$ cat config.mk
export PLATFORM = sky130hd
export DESIGN_NAME = id_ex_alu_issue
export DESIGN_NICKNAME = d
export VERILOG_FILES = /design/src/rtl/id_ex_alu_issue.sv
export SDC_FILE = /design/constraint.sdc
export NUM_CORES = 1
export LEC_CHECK = 0
export ABC_AREA = 1
export CORE_ASPECT_RATIO = 0.75
export CORE_MARGIN = 3
export CORE_UTILIZATION = 44
export CTS_CLUSTER_SIZE = 14
export DETAILED_ROUTE_END_ITERATION = 6
export PLACE_DENSITY_LB_ADDON = 0.3
export SYNTH_ARGS = -nofsm -noshare
export SYNTH_HDL_FRONTEND = slang
export SYNTH_SLANG_ARGS = --single-unit
$ cat constraint.sdc
create_clock -name clk -period 2.3 [get_ports clk]
set_input_delay 0.345 -clock clk [delete_from_list [all_inputs] [get_ports clk]]
set_output_delay 0.345 -clock clk [all_outputs]
set_load 0.01 [all_outputs]
$ cat src/rtl/id_ex_alu_issue.sv
// ID/EX issue stage: decodes an RV32 subset into ALU controls, registers the
// result for the EX stage, and inserts a one-cycle bubble on load-use hazards.
module id_ex_alu_issue #(
    parameter bit HAZARD_EN = 1'b1
) (
    input  logic        clk,
    input  logic        rst,
    input  logic        in_valid,
    output logic        in_ready,
    input  logic [31:0] instr,
    input  logic [31:0] pc,
    input  logic [31:0] rs1_data,
    input  logic [31:0] rs2_data,
    input  logic        stall,
    input  logic        flush,
    output logic        out_valid,
    output logic [31:0] alu_a,
    output logic [31:0] alu_b,
    output logic [3:0]  alu_ctrl,
    output logic [4:0]  rd,
    output logic        reg_write,
    output logic        mem_read,
    output logic        mem_write,
    output logic        branch,
    output logic        branch_ne,
    output logic [31:0] store_data,
    output logic        illegal
);

    localparam logic [3:0] ALU_AND = 4'b0000;
    localparam logic [3:0] ALU_OR  = 4'b0001;
    localparam logic [3:0] ALU_ADD = 4'b0010;
    localparam logic [3:0] ALU_SUB = 4'b0110;
    localparam logic [3:0] ALU_SLT = 4'b0111;

    localparam logic [6:0] OP_R      = 7'b0110011;
    localparam logic [6:0] OP_I      = 7'b0010011;
    localparam logic [6:0] OP_LOAD   = 7'b0000011;
    localparam logic [6:0] OP_STORE  = 7'b0100011;
    localparam logic [6:0] OP_BRANCH = 7'b1100011;

    logic [6:0]  opcode;
    logic [2:0]  funct3;
    logic [6:0]  funct7;
    logic [4:0]  src1;
    logic [4:0]  src2;
    logic [4:0]  dst;
    logic [31:0] imm_i;
    logic [31:0] imm_s;

    logic        dec_legal;
    logic [3:0]  dec_ctrl;
    logic [31:0] dec_a;
    logic [31:0] dec_b;
    logic [4:0]  dec_rd;
    logic        dec_rw;
    logic        dec_mr;
    logic        dec_mw;
    logic        dec_br;
    logic        dec_bne;
    logic [31:0] dec_sd;
    logic        uses_rs1;
    logic        uses_rs2;

    logic        hazard;
    logic        transfer;

    // The PC travels with the instruction but branch targets are formed
    // elsewhere, so it is deliberately consumed here without effect.
    logic        unused_pc;
    assign unused_pc = ^pc;

    assign opcode = instr[6:0];
    assign funct3 = instr[14:12];
    assign funct7 = instr[31:25];
    assign src1   = instr[19:15];
    assign src2   = instr[24:20];
    assign dst    = instr[11:7];
    assign imm_i  = {{20{instr[31]}}, instr[31:20]};
    assign imm_s  = {{20{instr[31]}}, instr[31:25], instr[11:7]};

    // Decode the incoming instruction into EX controls; unknown encodings
    // fall out as an illegal marker with neutral operands.
    always_comb begin
        dec_legal = 1'b0;
        dec_ctrl  = ALU_ADD;
        dec_a     = rs1_data;
        dec_b     = rs2_data;
        dec_rw    = 1'b0;
        dec_mr    = 1'b0;
        dec_mw    = 1'b0;
        dec_br    = 1'b0;
        dec_bne   = 1'b0;
        dec_sd    = 32'd0;
        uses_rs1  = 1'b1;
        uses_rs2  = 1'b0;
        case (opcode)
            OP_R: begin
                dec_rw   = 1'b1;
                uses_rs2 = 1'b1;
                case (funct3)
                    3'b000: begin
                        if (funct7 == 7'b0000000) begin
                            dec_legal = 1'b1;
                            dec_ctrl  = ALU_ADD;
                        end else if (funct7 == 7'b0100000) begin
                            dec_legal = 1'b1;
                            dec_ctrl  = ALU_SUB;
                        end
                    end
                    3'b111: begin
                        dec_legal = 1'b1;
                        dec_ctrl  = ALU_AND;
                    end
                    3'b110: begin
                        dec_legal = 1'b1;
                        dec_ctrl  = ALU_OR;
                    end
                    3'b010: begin
                        dec_legal = 1'b1;
                        dec_ctrl  = ALU_SLT;
                    end
                    default: ;
                endcase
            end
            OP_I: begin
                dec_rw = 1'b1;
                dec_b  = imm_i;
                case (funct3)
                    3'b000: begin
                        dec_legal = 1'b1;
                        dec_ctrl  = ALU_ADD;
                    end
                    3'b111: begin
                        dec_legal = 1'b1;
                        dec_ctrl  = ALU_AND;
                    end
                    3'b110: begin
                        dec_legal = 1'b1;
                        dec_ctrl  = ALU_OR;
                    end
                    3'b010: begin
                        dec_legal = 1'b1;
                        dec_ctrl  = ALU_SLT;
                    end
                    default: ;
                endcase
            end
            OP_LOAD: begin
                dec_b     = imm_i;
                dec_rw    = 1'b1;
                dec_mr    = 1'b1;
                dec_legal = (funct3 == 3'b010);
            end
            OP_STORE: begin
                dec_b     = imm_s;
                dec_mw    = 1'b1;
                dec_sd    = rs2_data;
                uses_rs2  = 1'b1;
                dec_legal = (funct3 == 3'b010);
            end
            OP_BRANCH: begin
                dec_ctrl  = ALU_SUB;
                dec_br    = 1'b1;
                dec_bne   = funct3[0];
                uses_rs2  = 1'b1;
                dec_legal = (funct3 == 3'b000) || (funct3 == 3'b001);
            end
            default: ;
        endcase
        if (!dec_legal) begin
            dec_ctrl = ALU_ADD;
            dec_a    = 32'd0;
            dec_b    = 32'd0;
            dec_rw   = 1'b0;
            dec_mr   = 1'b0;
            dec_mw   = 1'b0;
            dec_br   = 1'b0;
            dec_bne  = 1'b0;
            dec_sd   = 32'd0;
            uses_rs1 = 1'b0;
            uses_rs2 = 1'b0;
        end
        if (dst == 5'd0) begin
            dec_rw = 1'b0;
        end
        dec_rd = dec_legal ? dst : 5'd0;
    end

    // Load-use hazard: the load in EX writes a register the incoming
    // instruction reads, so hold decode for one cycle.
    always_comb begin
        hazard = HAZARD_EN && in_valid && out_valid && mem_read && (rd != 5'd0) &&
                 ((uses_rs1 && (rd == src1)) || (uses_rs2 && (rd == src2)));
        in_ready = !rst && !stall && !flush && !hazard;
        transfer = in_valid && in_ready;
    end

    // EX-stage register: reset, then flush, then stall-hold, then issue,
    // otherwise a bubble.
    always_ff @(posedge clk) begin
        if (rst) begin
            out_valid  <= 1'b0;
            alu_a      <= 32'd0;
            alu_b      <= 32'd0;
            alu_ctrl   <= ALU_ADD;
            rd         <= 5'd0;
            reg_write  <= 1'b0;
            mem_read   <= 1'b0;
            mem_write  <= 1'b0;
            branch     <= 1'b0;
            branch_ne  <= 1'b0;
            store_data <= 32'd0;
            illegal    <= 1'b0;
        end else if (flush || (!stall && !transfer)) begin
            out_valid  <= 1'b0;
            reg_write  <= 1'b0;
            mem_read   <= 1'b0;
            mem_write  <= 1'b0;
            branch     <= 1'b0;
            branch_ne  <= 1'b0;
            illegal    <= 1'b0;
        end else if (transfer) begin
            out_valid  <= 1'b1;
            alu_a      <= dec_a;
            alu_b      <= dec_b;
            alu_ctrl   <= dec_ctrl;
            rd         <= dec_rd;
            reg_write  <= dec_rw;
            mem_read   <= dec_mr;
            mem_write  <= dec_mw;
            branch     <= dec_br;
            branch_ne  <= dec_bne;
            store_data <= dec_sd;
            illegal    <= !dec_legal;
        end
    end

endmodule

==> reports/metrics.cfg, run 1 <==
[worst_setup_path]
startpoint_type=input pin
cp_max_fo=2
critical_path_class=input pin to output port
end_kind=output port
cp.arrival_ns=1.83
required_ns=1.96

[route]
dr.first_iter.drc_count=446
drc=0
ant_nets=0
dr.pass1.iters=5
routedWlPerCell_um=13.0
totalWireLength_um=18000
vias=6506
vias_per_cell=4.69

[timing]
finalSetupViolations=0
fin_crit_sh_pct=94.7
maxSlewViolCount=0
finalHoldViolations=0
min_period_ns=2.18
worst_slew_pin_slew_ns=0.833
worst_slack_ns=0.121
worst_hold_slack_ns=0.356
finClkSkew_ns=0.00898
clock.fmax_mhz=459
max-slew-margin-rel_pct=44.5
rsz0062_at_grt=no

[global_route]
grt_max_degree=77
grt_pass1_wl_um=28900
antenna_found_initial=1
grt.total_usage_pct=23.5
grt_pass1_vias=5826
overflow=0

[yosys]
synth_cell_type_count=27
syn_inst=993
syn-num-nets=1126
synth_edf_count=0
yosys_warnings=0
ys_ff_latch=111
ys.flop_type=dfxtp_1
yosysSeqAreaShare_pct=37.5
synth-async-reset-ratio_pct=0
avgSynthCellArea_sq_um=5.97
netlist_area_sq_um=5930

[run]
cap_violations=0

[place]
port_buffers=212
post-place-ws_ns=-0.260
dp_hpwl_um=13100
routabilityCongestion=0.909

[floorplan]
die_h_um=107
die_x_um=140
rows=36
core_area_sq_um=13100
ios=246
die-area_sq_um=14900
start_util_pct=45.4

[power]
vdd_drop_max_uv=389
swShare_pct=24.2
power_frac_seq_pct=46.3
power_per_cell_area_nw_per_um2=485
p_comb_share_pct=14.0
p_int_w=0.00324
power_w=0.00428
power.switching_w=0.00104
clock_power_share_pct=39.7
p_leak_nw=4.58

[clock_network]
numCtsBuffers=9
cts_buffer_depth=2
cts_setup_buffers=0
clk_latency_ns=0.35
h-tree-depth=3
cts_tree=built
clk_pin_slew_worst_paths_ns=0.07
root_buffer=clkbuf_16
cts.sinks=111

[outcome]
status=completed

[cells_and_area]
drive_above_1_share_pct=6.82
finalNetCount=1345
antennaDiodeCount=0
final_cell_mix=nand2_1 (281), clkdlybuf4s50_1 (207), inv_1 (202)
syn2layout_area_growth_pct=48.8
layout_commonest_cell=nand2_1

[min_path]
hp-class=input pin to flop

-- synth_stat cells (4+ instances only) --
cell,n,share of area (%)
nand2_1,281,18
inv_1,202,13
nor2_1,152,9.6
dfxtp_1,111,37
a21oi_1,66,5.6
o21ai_0,48,4.1
nand4_1,38,4.0
clkbuf_1,33,2.1
buf_4,12,1.5
buf_2,11,0.93
nand3_1,7,0.59
o21ai_1,6,0.51
inv_2,4,0.25
nor3_1,4,0.34
-- layout make-up --
cell class	count	area, sq um
clock buffers	10	229
clock inverters	6	93.8
fillers	1191	4240
inverters	207	777
multi-input cells	616	2660
flip-flops and latches	111	2220
well taps	171	214
repair buffers	267	2620
-- per-stage QoR --
| step | instance area (sq um) | TNS, ns | instances | utilization (%) |
|---|---|---|---|---|
| finish | 8820 | 0 | 1388 | 67.5 |
| global route | 8820 | 0 | 1388 | 67.5 |
| CTS | 8810 | 0 | 1388 | 67.5 |
| detailed placement | 8490 | -13.16 | 1372 | 65.0 |
| global placement | 8490 | -9.25 | 1372 | 65.0 |
| floorplan | 5930 | 0 | 993 | - |
-- worst max-delay path: stages --
cell,delay [ns]
clkdlybuf4s50_1,0.49
inv_1,0.07
nand2_1,0.05
o21ai_0,0.07
nor2_1,0.09
nand2_1,0.07
o21ai_1,0.16
buf_4,0.16
nand3_4,0.07
and2_1,0.14
clkbuf_2,0.13
-- logic make-up (layout without fill, tap and decap cells) --
kind of cell | count (synthesis) | after routing | share of synthesized area (%)
AND/OR/NAND/NOR | 488 | 488 | 33.4
XOR/XNOR | 2 | 2 | 0.296
other | 1 | 1 | 0.0633
AO/OA/AOI/OAI | 125 | 125 | 10.7
flip-flops | 111 | 111 | 37.5
buffers and inverters | 266 | 490 | 18.0
-- power groups by stage --
stage	Sequential [W]	Combinational, W	Clock, W
after global placement	0.00203	0.000589	0
after floorplan	0.00204	0.000222	0
after global routing	0.00199	0.000652	0.00181
after detailed placement	0.00203	0.000593	0
after CTS	0.00198	0.000598	0.00175
final	0.00198	0.000597	0.00170
-- layer usage --
layer,up-vias,GRT usage (%),wire length [um]
met4,2,5.05,206
met3,15,4.72,1260
met1,2865,32.2,8340
met5,-,0,13
met2,231,38.3,8150
li1,3393,-,-
-- timing repair --
item,4_1_cts,5_1_grt
hold buffers,0,0
pin swaps,1,0
resized for setup,5,6
hold endpoints to repair,0,0
setup endpoints to repair,1,12
-- flip-flops by register name (all words and copies together) (netlist names) --
register	cells
store_data	32
reg_write	1
mem_write	1
out_valid	1
illegal	1
branch	1
branch_ne	1
rd	5
alu_b	32
mem_read	1
alu_ctrl	3
alu_a	32
-- final timing paths --
path / from / to / slack, ns / cells past startpoint
setup / recovery: instr[21] / in_ready / 0.12 / 11
hold / removal: rst / out_valid$_SDFFE_PP0P_ / 0.36 / 4
setup reg to reg: rd[1]$_SDFFE_PP0P_ / alu_a[20]$_SDFFE_PP0P_ / 0.22 / 14
hold reg to reg: store_data[21]$_SDFFE_PP0P_ / store_data[21]$_SDFFE_PP0P_ / 0.47 / 2
(Power assumes the default switching activity.)
==> run 2: changes to the inputs <==
==> constraint.sdc (replaced) <==
create_clock -name clk -period 2.3 [get_ports clk]
set_input_delay 0.46 -clock clk [delete_from_list [all_inputs] [get_ports clk]]
set_output_delay 0.46 -clock clk [all_outputs]
set_load 0.01 [all_outputs]
==> reports/metrics.cfg, run 2 (synthesis results as in run 1) <==
[outcome]
status=completed

[cells_and_area]
largestRegisters=alu_a (32), alu_b (32), store_data (32)
drive_above_1_share_pct=7.57
post-route-util_pct=67.6
stdcell_area_sq_um=8830
layout_commonest_cell=nand2_1
antennaDiodeCount=0
finalNetCount=1344
final_cell_mix=nand2_1 (278), inv_1 (199), clkdlybuf4s50_1 (193)
fill_cells=1155
syn2layout_area_growth_pct=49.0

[route]
dr.first_iter.drc_count=443
totalWireLength_um=18000
ant_nets=0
vias=6505
dr.pass1.iters=5
vias_per_cell=4.69
drc=0
routedWlPerCell_um=13.0

[timing]
finClkSkew_ns=0.0120
finalHoldViolations=0
worst_slew_pin_slew_ns=0.850
min_period_ns=2.26
finalSetupViolations=0
worst_hold_slack_ns=0.463
fin_crit_sh_pct=98.4
clock.fmax_mhz=442
max-slew-margin-rel_pct=43.3
maxSlewViolCount=0

[floorplan]
die_x_um=140
core_area_sq_um=13100
die-area_sq_um=14900
die_h_um=107
ios=246
rows=36
start_util_pct=45.4

[place]
dp_hpwl_um=13000
routabilityCongestion=0.892
place_area_sq_um=8470
port_buffers=212

[clock_network]
numCtsBuffers=9
cts_tree=built
cts.sinks=111
clk_latency_ns=0.34
h-tree-depth=3
clk_pin_slew_worst_paths_ns=0.06
postCtsHoldBufs=0
cts_buffer_depth=2
root_buffer=clkbuf_16

[worst_setup_path]
worstReg2RegEnd=store_data[30]$_SDFFE_PP0P_
required_ns=1.84
critical_path_class=input pin to output port
cp_max_fo=3
cp.arrival_ns=1.80
r2r-start=rd[3]$_SDFFE_PP0P_
startpoint_type=input pin
rrSetupSlack_ns=0.29
reg2reg_depth=10
end_kind=output port

[global_route]
overflow=0
grt.total_usage_pct=23.7
grt_max_degree=77
antenna_found_initial=0
grt_pass1_vias=5964
grt_pass1_wl_um=29300

[min_path]
min_path_cells=2
holdCritStartpoint=alu_b[2]$_SDFFE_PP0P_
hp-class=flop to flop
hold_path_end=alu_b[2]$_SDFFE_PP0P_

[power]
p_int_w=0.00315
p_leak_nw=4.66
vdd_drop_max_uv=383
power_per_cell_area_nw_per_um2=472
power_frac_seq_pct=47.6
clock_power_share_pct=38.1
swShare_pct=24.3
power.switching_w=0.00101
p_comb_share_pct=14.3

[run]
cap_violations=0

## run 2: cell count changes in the layout (fill, tap and decap cells not counted), sizes merged
cell	delta
dlygate4sd2	+5
inv	-1
clkdlybuf4s50	-14
clkbuf	+1
bufinv	-1
dlymetal6s2s	+9
## run 2: critical path, cell delays in order
cell and delay, ns:
clkdlybuf4s50_1 0.47, inv_2 0.05, a21oi_2 0.11, nand3_1 0.10, o21ai_2 0.23, nand3_4 0.09
and2_4 0.16, buf_6 0.12
## run 2: power by group through the flow
stage / Clock, W / Combinational (W) / Sequential, W
detailed placement: 0 / 0.000590 / 0.00203
floorplan: 0 / 0.000222 / 0.00204
finish: 0.00159 / 0.000595 / 0.00198
global placement: 0 / 0.000587 / 0.00203
CTS: 0.00163 / 0.000594 / 0.00198
global route: 0.00171 / 0.000654 / 0.00199
## run 2: timing repair
action | CTS | global route
setup endpoints to repair | 8 | 79
pin swaps | 2 | 15
buffers inserted | 0 | 0
endpoints found under the hold margin | 0 | 0
resized for setup | 16 | 22
cloned | 0 | 0
## run 2: area by class of cell
cell class | count | area [sq um] | share of cell area, %
Clock inverter | 4 | 55.1 | 0.624
Sequential cell | 111 | 2220 | 25.2
Multi-Input combinational cell | 616 | 2690 | 30.4
Inverter | 207 | 777 | 8.80
Tap cell | 171 | 214 | 2.42
Timing Repair Buffer | 266 | 2630 | 29.7
Clock buffer | 12 | 246 | 2.79
## run 2: routing by layer
metal  wire length, um  vias to the layer above  track usage (%)  share of wire, %
li1                  -                     3388                -                 -
met1              8250                     2852             33.0                46
met2              8160                      241             37.6                45
met3              1310                       24             4.77               7.3
met4               282                        0             6.15               1.6
met5                 0                        -                0                 0
## run 2: worst max-delay path by stage
stage,startpoint,to,depth (start not counted)
CTS,instr[1],in_ready,12
global placement,instr[14],in_ready,11
global route,instr[23],in_ready,8
floorplan,flush,in_ready,7
finish,instr[23],in_ready,8
detailed placement,instr[1],in_ready,10
## run 2: stage by stage
stage	cells	worst slack, ns	power (W)	setup TNS, ns
after floorplan	993	0.169	0.00227	0
after CTS	1387	0.000745	0.00420	0
after global routing	1387	-0.0104	0.00435	-0.0104
after global placement	1371	-0.465	0.00261	-25.64
final	1387	0.0372	0.00417	0
after detailed placement	1371	-0.503	0.00262	-30.50
